## config.mk

```make
export PLATFORM = sky130hd
export DESIGN_NAME = countdown_timer
export DESIGN_NICKNAME = d
export VERILOG_FILES = /design/src/rtl/countdown_timer.sv
export SDC_FILE = /design/constraint.sdc
export NUM_CORES = 1
export LEC_CHECK = 0
export BUFFER_PORTS_ARGS = -buffer_cell sky130_fd_sc_hd__buf_2
export CAP_MARGIN = 0
export CORE_ASPECT_RATIO = 0.9
export CORE_UTILIZATION = 30
export CTS_CLUSTER_SIZE = 30
export DETAILED_ROUTE_END_ITERATION = 12
export GPL_ROUTABILITY_DRIVEN = 1
export PLACE_DENSITY_LB_ADDON = 0.15
export SETUP_SLACK_MARGIN = 0.02
export SLEW_MARGIN = 20
export SYNTH_ARGS = -nofsm -noshare
export SYNTH_HDL_FRONTEND = slang
export SYNTH_SLANG_ARGS = --single-unit
```

## constraint.sdc

```tcl
create_clock -name Clk -period 6.4 [get_ports Clk]
set_input_delay 0.32 -clock Clk [delete_from_list [all_inputs] [get_ports Clk]]
set_output_delay 0.32 -clock Clk [all_outputs]
set_load 0.01 [all_outputs]
```

## src/rtl/countdown_timer.sv

```systemverilog
// Loadable down-counter with start/stop/hold control, optional auto-reload on
// expiry, and a one-cycle expired pulse for each 1->0 transition.
module countdown_timer #(
    parameter int WIDTH = 32
) (
    input  logic             Clk,
    input  logic             Reset,
    input  logic             load,
    input  logic [WIDTH-1:0] load_value,
    input  logic             start,
    input  logic             stop,
    input  logic             tick,
    input  logic             auto_reload,
    output logic [WIDTH-1:0] count,
    output logic             running,
    output logic             done,
    output logic             expired
);

    typedef enum logic [1:0] {
        IDLE = 2'd0,
        RUN  = 2'd1,
        HOLD = 2'd2,
        DONE = 2'd3
    } state_t;

    state_t           state;
    logic [WIDTH-1:0] reload;

    localparam logic [WIDTH-1:0] ONE  = {{(WIDTH-1){1'b0}}, 1'b1};
    localparam logic [WIDTH-1:0] ZERO = '0;

    // Priority per cycle: Reset > load > stop > start > tick.
    always_ff @(posedge Clk) begin
        if (Reset) begin
            count   <= ZERO;
            reload  <= ZERO;
            state   <= IDLE;
            expired <= 1'b0;
        end else begin
            expired <= 1'b0;
            if (load) begin
                count  <= load_value;
                reload <= load_value;
                state  <= IDLE;
            end else if (stop) begin
                if (state == RUN) begin
                    state <= HOLD;
                end
            end else if (start) begin
                case (state)
                    IDLE, HOLD: begin
                        if (count != ZERO) begin
                            state <= RUN;
                        end
                    end
                    DONE: begin
                        if (reload != ZERO) begin
                            count <= reload;
                            state <= RUN;
                        end
                    end
                    default: ;
                endcase
            end else if (tick && (state == RUN)) begin
                if (count > ONE) begin
                    count <= count - ONE;
                end else if (count == ONE) begin
                    // auto_reload only matters on this expiring edge
                    expired <= 1'b1;
                    if (auto_reload && (reload != ZERO)) begin
                        count <= reload;
                    end else begin
                        count <= ZERO;
                        state <= DONE;
                    end
                end
            end
        end
    end

    assign running = (state == RUN);
    assign done    = (state == DONE);

endmodule
```

---- Word-level counts from Yosys, hierarchy flattened ----
Index checks and enable logic that the tools add are counted.
storage, ports and cells
  register bits ........................... 67
  bits of input ports ..................... 39
  output and inout port bits .............. 35
  logic and storage cells ................. 54
operators by class
  add/subtract/negate cells ............... 1
  order comparisons ....................... 1
  eq/ne operators ......................... 13
  multiplexer cells ....................... 20
  bitwise logic cells ..................... 1
  reduce and logical (&&, ||, !) cells .... 14
operators by type and width
  cell                     number
  $mux W32                 9
  $reduce_bool A32 Y1      2
  $eq A32 B1 Y1 const B    1
  $gt A32 B1 Y1 const B    1
  $sub A32 B1 Y32 const B  1
  $mux W2                  9
  $reduce_bool A3 Y1       3
  $reduce_and A8 Y1        1
  $ne A3 B2 Y1 const B     2
  $ne A3 B3 Y1 const B     2
  $reduce_or A6 Y1         1
  $reduce_and A5 Y1        1
  $eq A2 B2 Y1 const B     2
  $ne A4 B1 Y1 const B     1
  $ne A4 B3 Y1 const B     1
  $ne A4 B4 Y1 const B     1
  $pmux W2 S2              1
  $reduce_bool A4 Y1       1
  $reduce_or A2 Y1         2
  $eq A2 B1 Y1 const B     1
  $logic_and A1 B1 Y1      2
  $logic_not A2 Y1         1
  $ne A2 B1 Y1 const B     1
  $ne A2 B2 Y1 const B     1
  other kinds (2)          2

---- Depth between registers and ports, before layout ----
Gate-level depths: netlist (run 1).
  depth after elaboration ................. 9
  mapped depth ............................ 11
  depth with buffers taken out ............ 9

---- Worst setup path before layout (run 1) ----
No wires, ideal clock.
  path type ............................... register -> register
  start point ............................. register count[0]
  end point ............................... register count[16]
  library setup time ...................... 140 ps
  data arrival time ....................... 2,557 ps
  required time ........................... 6,260 ps
  slack ................................... 3,704 ps
  cell stages (with the launch flop) ...... 12
  period minus slack after synthesis ...... 2,696 ps
  path through ............................ dfxtp_1 -> inv_1 -> ha_1 -> clkbuf_1 -> nor3b_1 -> nand4_2 -> or4_4 -> a211o_1 -> buf_2 -> buf_6 -> nor2_1 -> nor3_2
on the way
  longest elaborated chain between the ends .. 6
  elaborated cells on any way between the ends .. 10
RTL lines
  what                                                     RTL line  text
  from (decl)                                              14        output logic [WIDTH-1:0] count,
  from (signal assigned)                                   43        count <= load_value;
  from (signal assigned)                                   59        count <= reload;
  from (signal assigned)                                   67        count <= count - ONE;
  $sub A32 B1 Y32 / $gt A32 B1 Y1 (equally long branches)  67, 66
  $mux W32                                                 66        if (count > ONE) begin
  $mux W32                                                 65        end else if (tick && (state == RUN)) begin
  $mux W32                                                 50        end else if (start) begin
  $mux W32                                                 46        end else if (stop) begin
  $mux W32                                                 42        if (load) begin
Parallel ways exist; a longest one is shown, timed or not. The select of a mux whose other input is x is not followed.
A chain may end at the register's enable or synchronous reset.

---- Final worst setup path (run 1) ----
  start point ............................. register count[0]
  end point ............................... register count[1]
Same word-level chain as after synthesis.

==> metrics.txt, run 1 <==
DP Wirelength 8.033 mm; Flop pwr share 41.5%; vias in the first global route 3322; sequential fraction of the synthesis area 35.50%; CTS tree done; Clock Power Share 40.5%; Die Ht 108.5 microns; CP Class reg2reg; nature of the critical path endpoint flip-flop; yosys warns 0; worst skew pair latency 0.34 ns; via count 3537; Final ANT Viol Nets 0; Fin. Hold Viols 0; DRC 0; #FFs+latches synth 67; post-synthesis cell count 440; Reg clk slew, reported paths 0.06 ns; Final Cycle Share 55.74%; setup violators final 0; final setup TNS 0 ns; Arrival @ worst endpoint 3.82 ns; Leakage 1.849 nW; vias per cell 5.327; H-tree depth 3; Max Clk Rate 280.3 MHz; core area 0.01217 sq mm; Switching Fraction 29.20%; global-route wire length before repair 18.32 mm; drt initial violations 245; Mapped Area 0.003779 sq mm; max-cap viol count 0; total wire length 11.48 mm; # hold bufs at CTS 0; min-delay worst type in2reg; Gate power share 18.0%; postcts setup bufs 0; All-Layer GR Usage 18.15%; Max FO, Critical Path 12; PD cells 256.1 mW/mm^2; syn_nets 482; placed cells 649; worst r2r src count[0]$_SDFFE_PP0P_; Layout area overhead 19.97%; library cells used by synthesis 60; I/O pins 74; DRT Pass-1 Iters 4; nets@finish 542; share of cells above drive strength 1 24.80%; Root Driver clkbuf_16; DIE AREA 0.01305 sq mm; Sink Count 67; Setup crit start count[0]$_SDFFE_PP0P_; commonest non-fill, non-tap cells in the layout buf_2 (73), dfxtp_1 (67), nor2_1 (66); largest net degree at the start of global routing 69; Die Wd 120.3 microns; I/O Buffers 73; Worst slew margin 38.56%; commonest non-fill, non-tap cell in the layout buf_2; PostCTS Resize Cnt 0; # diodes 0; clock buffer depth 2; number of CTS-inserted buffers 9; reg2reg setup slack 2.83 ns; wire per inst 17.29 microns; gpl congestion 0.7842; Int Power 0.0008221 W; sw power 0.0003390 W; fin. max-slew vios 0; RSZ-0062 raised after global routing no; Final min period 3.568 ns; critical path startpoint category flip-flop; post-route insts no fill 664; antenna violations before repair 0; status complete, no violations; site row count 38; Worst Tran Pin Value 0.9140 ns; worst vdd rail ir drop 0.0001180 V; Initial Utilization 31.04%; top_reg_cell synth dfxtp_1; GR Overflow Total 0; Syn Area/Cell 8.588 sq um; Post-synth EDFFs 0; WP data required 6.65 ns; Clock Skews 0.008094 ns; hold_sp load_value[5]; Synth async-reset ratio 0%
[cells in the mapped netlist, drive strengths merged (2+ instances only)]
cell / number / area share [%]
dfxtp: 67 / 35
nor2: 67 / 6.9
nor3: 28 / 5.4
nand2: 27 / 2.7
mux2i: 26 / 6.9
a21oi: 23 / 3.0
a221oi: 22 / 5.4
clkbuf: 19 / 1.9
o21ai: 18 / 2.4
nor4: 17 / 4.1
xor2: 14 / 3.2
inv: 12 / 1.2
buf: 10 / 1.7
a211oi: 9 / 2.3
xnor2: 8 / 1.9
nand2b: 7 / 1.2
o32ai: 6 / 1.4
nand3: 5 / 0.66
nand4: 5 / 0.99
or3: 5 / 0.96
nor2b: 4 / 0.66
a222oi: 3 / 0.79
a31oi: 3 / 0.50
and2: 3 / 0.50
ha: 3 / 0.99
nor3b: 3 / 0.60
or4: 3 / 0.70
a211o: 2 / 0.46
nand4b: 2 / 0.86
o211a: 2 / 0.53
o31ai: 2 / 0.40
[logic make-up (layout without fill, tap and decap cells)]
family                   Yosys count  after routing  synth area share [%]
AND/OR/NAND/NOR                  181            181                 27.19
AO/OA/AOI/OAI                     99             99                 19.31
flip-flops                        67             67                 35.50
buffers and inverters             41            105                 4.735
multiplexers                      27             27                 7.185
XOR/XNOR                          22             22                 5.099
adder cells (fa/ha/maj)            3              3                0.9935
[worst paths after layout]
check | to | cells after the start
setup / recovery | count[1]$_SDFFE_PP0P_ | 9
hold / removal | reload[5]$_SDFFE_PP0P_ | 3
setup reg to reg | count[1]$_SDFFE_PP0P_ | 9
hold reg to reg | count[26]$_SDFFE_PP0P_ | 2
[flip-flops by register name, indices dropped and copies added (netlist names)]
| signal | flops |
|---|---|
| count | 32 |
| expired | 1 |
| reload | 32 |
| state | 2 |
[worst max-delay path: stages, from the launching register on]
cell and delay [ns]:
dfxtp_1 0.44, inv_1 0.18, ha_1 0.42, nor3b_1 0.31, nand4_2 0.24, or4_4 0.49, a211oi_2 0.69, buf_4 0.35
a221oi_1 0.09, a221oi_2 0.27
[routing by layer]
metal  wire length, microns  global-route usage [%]  vias up
li1                       -                       -     1737
met1                   5683                   25.91     1682
met2                   4967                   27.50      109
met3                    708                   3.903        9
met4                    121                   4.586        0
met5                      0                       0        -
[through the flow]
step / utilization, % / worst slack, ns / total power, W / hold slack, ns / area [sq um]
floorplan: - / 3.704 / 0.0006280 / 0.4496 / 3779
global placement: 34.94 / 2.802 / 0.0006987 / 0.4723 / 4253
detailed placement: 34.94 / 2.824 / 0.0007003 / 0.4684 / 4253
CTS: 37.24 / 2.765 / 0.001174 / 0.2392 / 4533
global route: 37.24 / 2.542 / 0.001214 / 0.2570 / 4533
finish: 37.24 / 2.832 / 0.001161 / 0.2421 / 4533
[power groups by stage]
stage	combinational, W	sequential [W]	clock, W
2_1_floorplan	0.000143	0.000485	0
3_3_place_gp	0.000208	0.000490	0
3_5_place_dp	0.000209	0.000491	0
4_1_cts	0.000210	0.000482	0.000481
5_1_grt	0.000233	0.000486	0.000496
6_report	0.000209	0.000482	0.000471
[cell type report]
cell class                      instances  area, sq um
Tap cell                              160        200.2
Inverter                               12        45.04
Fill cell                            1315         7639
Timing Repair Buffer                   78        402.9
Multi-Input combinational cell        332         2263
Sequential cell                        67         1341
Clock buffer                           13        270.3
Clock inverter                          2        10.01
No activity file was read; power rests on OpenSTA's default activity.
==> run 2, diff against run 1 <==
- clock period: 6.4 -> 3.2 ns (I/O delays scaled with it)
==> run 2 against run 1 <==
  * Fmax increased by 25%
  * Setup slack got worse by 2.5 ns
  * Die area is the same
  * First-iteration DRC count grew 13%
  * Power rose by 110%
  * Via count increased by 2.4%
  * Flip-flop and latch count is the same
  * Non-clock buffer count is 18 higher
  * Hold slack got worse by 0.17 ns
  * Routed wire length is 3.1% higher
  * Cell area increased by 3.9%
  * Register-to-register slack got worse by 2.5 ns
==> metrics.txt, run 2 (same netlist as run 1, synthesis figures left out) <==
commonest non-fill, non-tap cell in the layout buf_2; nature of the critical path endpoint flip-flop; reg-to-reg critical path endpoint count[10]$_SDFFE_PP0P_; Final min period 2.853 ns (-0.7146 ns); DIE AREA 0.01305 sq mm (unchanged); total wire length 11.83 mm (+3.1%); busiest layer in global routing met2; gpl congestion 0.7794 (-0.61%); worst vdd rail ir drop 0.0002739 V (+130%); WP data required 3.46 ns (-3.19 ns); max-cap viol count 0 (unchanged); Sink Count 67 (unchanged); I/O pins 74 (unchanged); antenna violations before repair 0 (unchanged); worst skew pair latency 0.34 ns (about the same); DRT Pass-1 Iters 7 (+3); R2R cell count 10 (+1); WHS Endpoint reload[1]$_SDFFE_PP0P_; RSZ-0062 raised after global routing no; Arrival @ worst endpoint 3.12 ns (-0.70 ns); Die Wd 120.3 microns (unchanged); global-route wire length before repair 19.25 mm (+5.1%); I/O Buffers 73 (unchanged); Leakage 1.952 nW (+5.6%); Clock Skews 0.005589 ns (-0.002504 ns); via count 3621 (+2.4%); fin. max-slew vios 0 (unchanged); vias in the first global route 3481 (+4.8%); worst r2r src count[1]$_SDFFE_PP0P_; min-delay worst type in2reg; Max stage delay on crit path 0.46 ns (-0.23 ns); Max FO, Critical Path 21 (+9); Max Clk Rate 350.5 MHz (+25%); Largest regs count (32), reload (32), state (2); largest net degree at the start of global routing 42 (-39%); vias per cell 5.309 (-0.33%); hold_sp load_value[1]; All-Layer GR Usage 19.13% (+0.98 points); # hold bufs at CTS 0 (unchanged); DP Wirelength 8.576 mm (+6.8%); drt initial violations 277 (+13%); clock buffer depth 2 (unchanged); wire per inst 17.35 microns (+0.34%); fill cell count 1272 (-3.3%); Root Driver clkbuf_16; CP Class reg2reg; PostCTS Resize Cnt 0 (unchanged); H-tree depth 3 (unchanged); Final Cycle Share 89.16% (+33 points); reg2reg setup slack 0.35 ns (-2.49 ns); met1 Use GR 27.01% (+1.1 points); status complete, no violations; delay-heaviest family, CP simple AND/OR/NAND/NOR gates; Final Instance Area 0.004711 sq mm (+3.9%); Die Ht 108.5 microns (unchanged); PD cells 527.2 mW/mm^2 (+110%); Cell Chain, Critical Path inv_1 > ha_1 > nor3b_1 > nand4_2 > or4_4 > a211o_1 > buf_4 > o21ai_1 > a221oi_1 > nor3_2; critical path startpoint category flip-flop; Worst slew margin 35.86% (-2.7 points); core area 0.01217 sq mm (unchanged); GR Overflow Total 0 (unchanged); site row count 38 (unchanged); postcts setup bufs 0 (unchanged); met2 Use GR 29.39% (+1.9 points); Fin. Hold Viols 0 (unchanged); setup violators final 0 (unchanged); Worst Tran Pin Value 0.9621 ns (+0.04813 ns); share of cells above drive strength 1 27.59% (+2.8 points); Layout area overhead 24.67%; CP bufs+invs 2 (unchanged); Initial Utilization 31.04% (unchanged); DRC 0 (unchanged); slowest cell on the critical path or4_4; Placed Area 0.004388 sq mm (+3.2%); grt met3 use 3.745% (-0.16 points); Reg clk slew, reported paths 0.05 ns (about the same); Worst Hold Path Cells 3 (unchanged); Final ANT Viol Nets 0 (unchanged); CTS tree done; number of CTS-inserted buffers 9 (unchanged); nets@finish 560 (+3.3%); commonest non-fill, non-tap cells in the layout buf_2 (73), dfxtp_1 (67), nor2_1 (66); final setup TNS 0 ns (unchanged); # diodes 0 (unchanged)
[run 2: cell types whose count changed in the layout (fill, tap and decap cells not counted), sizes merged]
cell,change
bufinv,+2
buf,+18
clkbuf,-3
clkinvlp,+1
[run 2: layout make-up]
type | instances | area (sq um) | area share [%]
inverter | 12 | 45.04 | 0.9562
clock inverter | 5 | 77.57 | 1.647
timing repair buffer | 96 | 538.0 | 11.42
tap | 160 | 200.2 | 4.250
clock buffer | 10 | 239.0 | 5.073
sequential | 67 | 1341 | 28.47
multi-input combinational | 332 | 2270 | 48.18
[run 2: worst min-delay path: stages]
cell and delay [ns]:
buf_2 0.09, a21oi_1 0.06, nor2_1 0.07
[run 2: worst max path at each step]
stage | from | to | cells past startpoint
final | count[1]$_SDFFE_PP0P_ | count[10]$_SDFFE_PP0P_ | 10
after global routing | count[1]$_SDFFE_PP0P_ | count[9]$_SDFFE_PP0P_ | 10
after CTS | count[1]$_SDFFE_PP0P_ | count[29]$_SDFFE_PP0P_ | 9
after detailed placement | count[1]$_SDFFE_PP0P_ | count[29]$_SDFFE_PP0P_ | 9
after global placement | count[1]$_SDFFE_PP0P_ | count[8]$_SDFFE_PP0P_ | 10
after floorplan | count[0]$_SDFFE_PP0P_ | count[16]$_SDFFE_PP0P_ | 11
[run 2: per-stage QoR]
stage,std cells,setup slack [ns],total power [W],hold slack (ns),util (%)
6_report,682,0.3470,0.002484,0.07528,38.70
5_1_grt,682,0.1005,0.002600,0.08836,38.70
4_1_cts,682,0.2910,0.002501,0.07141,38.65
3_5_place_dp,667,0.3026,0.001419,0.4206,36.05
3_3_place_gp,667,0.3964,0.001418,0.4130,36.05
2_1_floorplan,440,0.5038,0.001256,0.3047,-
[run 2: metal layers]
layer | part of all wire (%) | up-vias | routed length [microns]
li1 | - | 1779 | -
met1 | 51 | 1733 | 6036
met2 | 43 | 98 | 5127
met3 | 4.5 | 11 | 531
met4 | 1.1 | 0 | 136
met5 | 0 | - | 0
[run 2: power by group]
group | switching [W] | leakage, nW | internal, W
combinational | 0.000254 | 1.24 | 0.000190
sequential | 0.0000703 | 0.553 | 0.000888
clock | 0.000386 | 0.154 | 0.000696
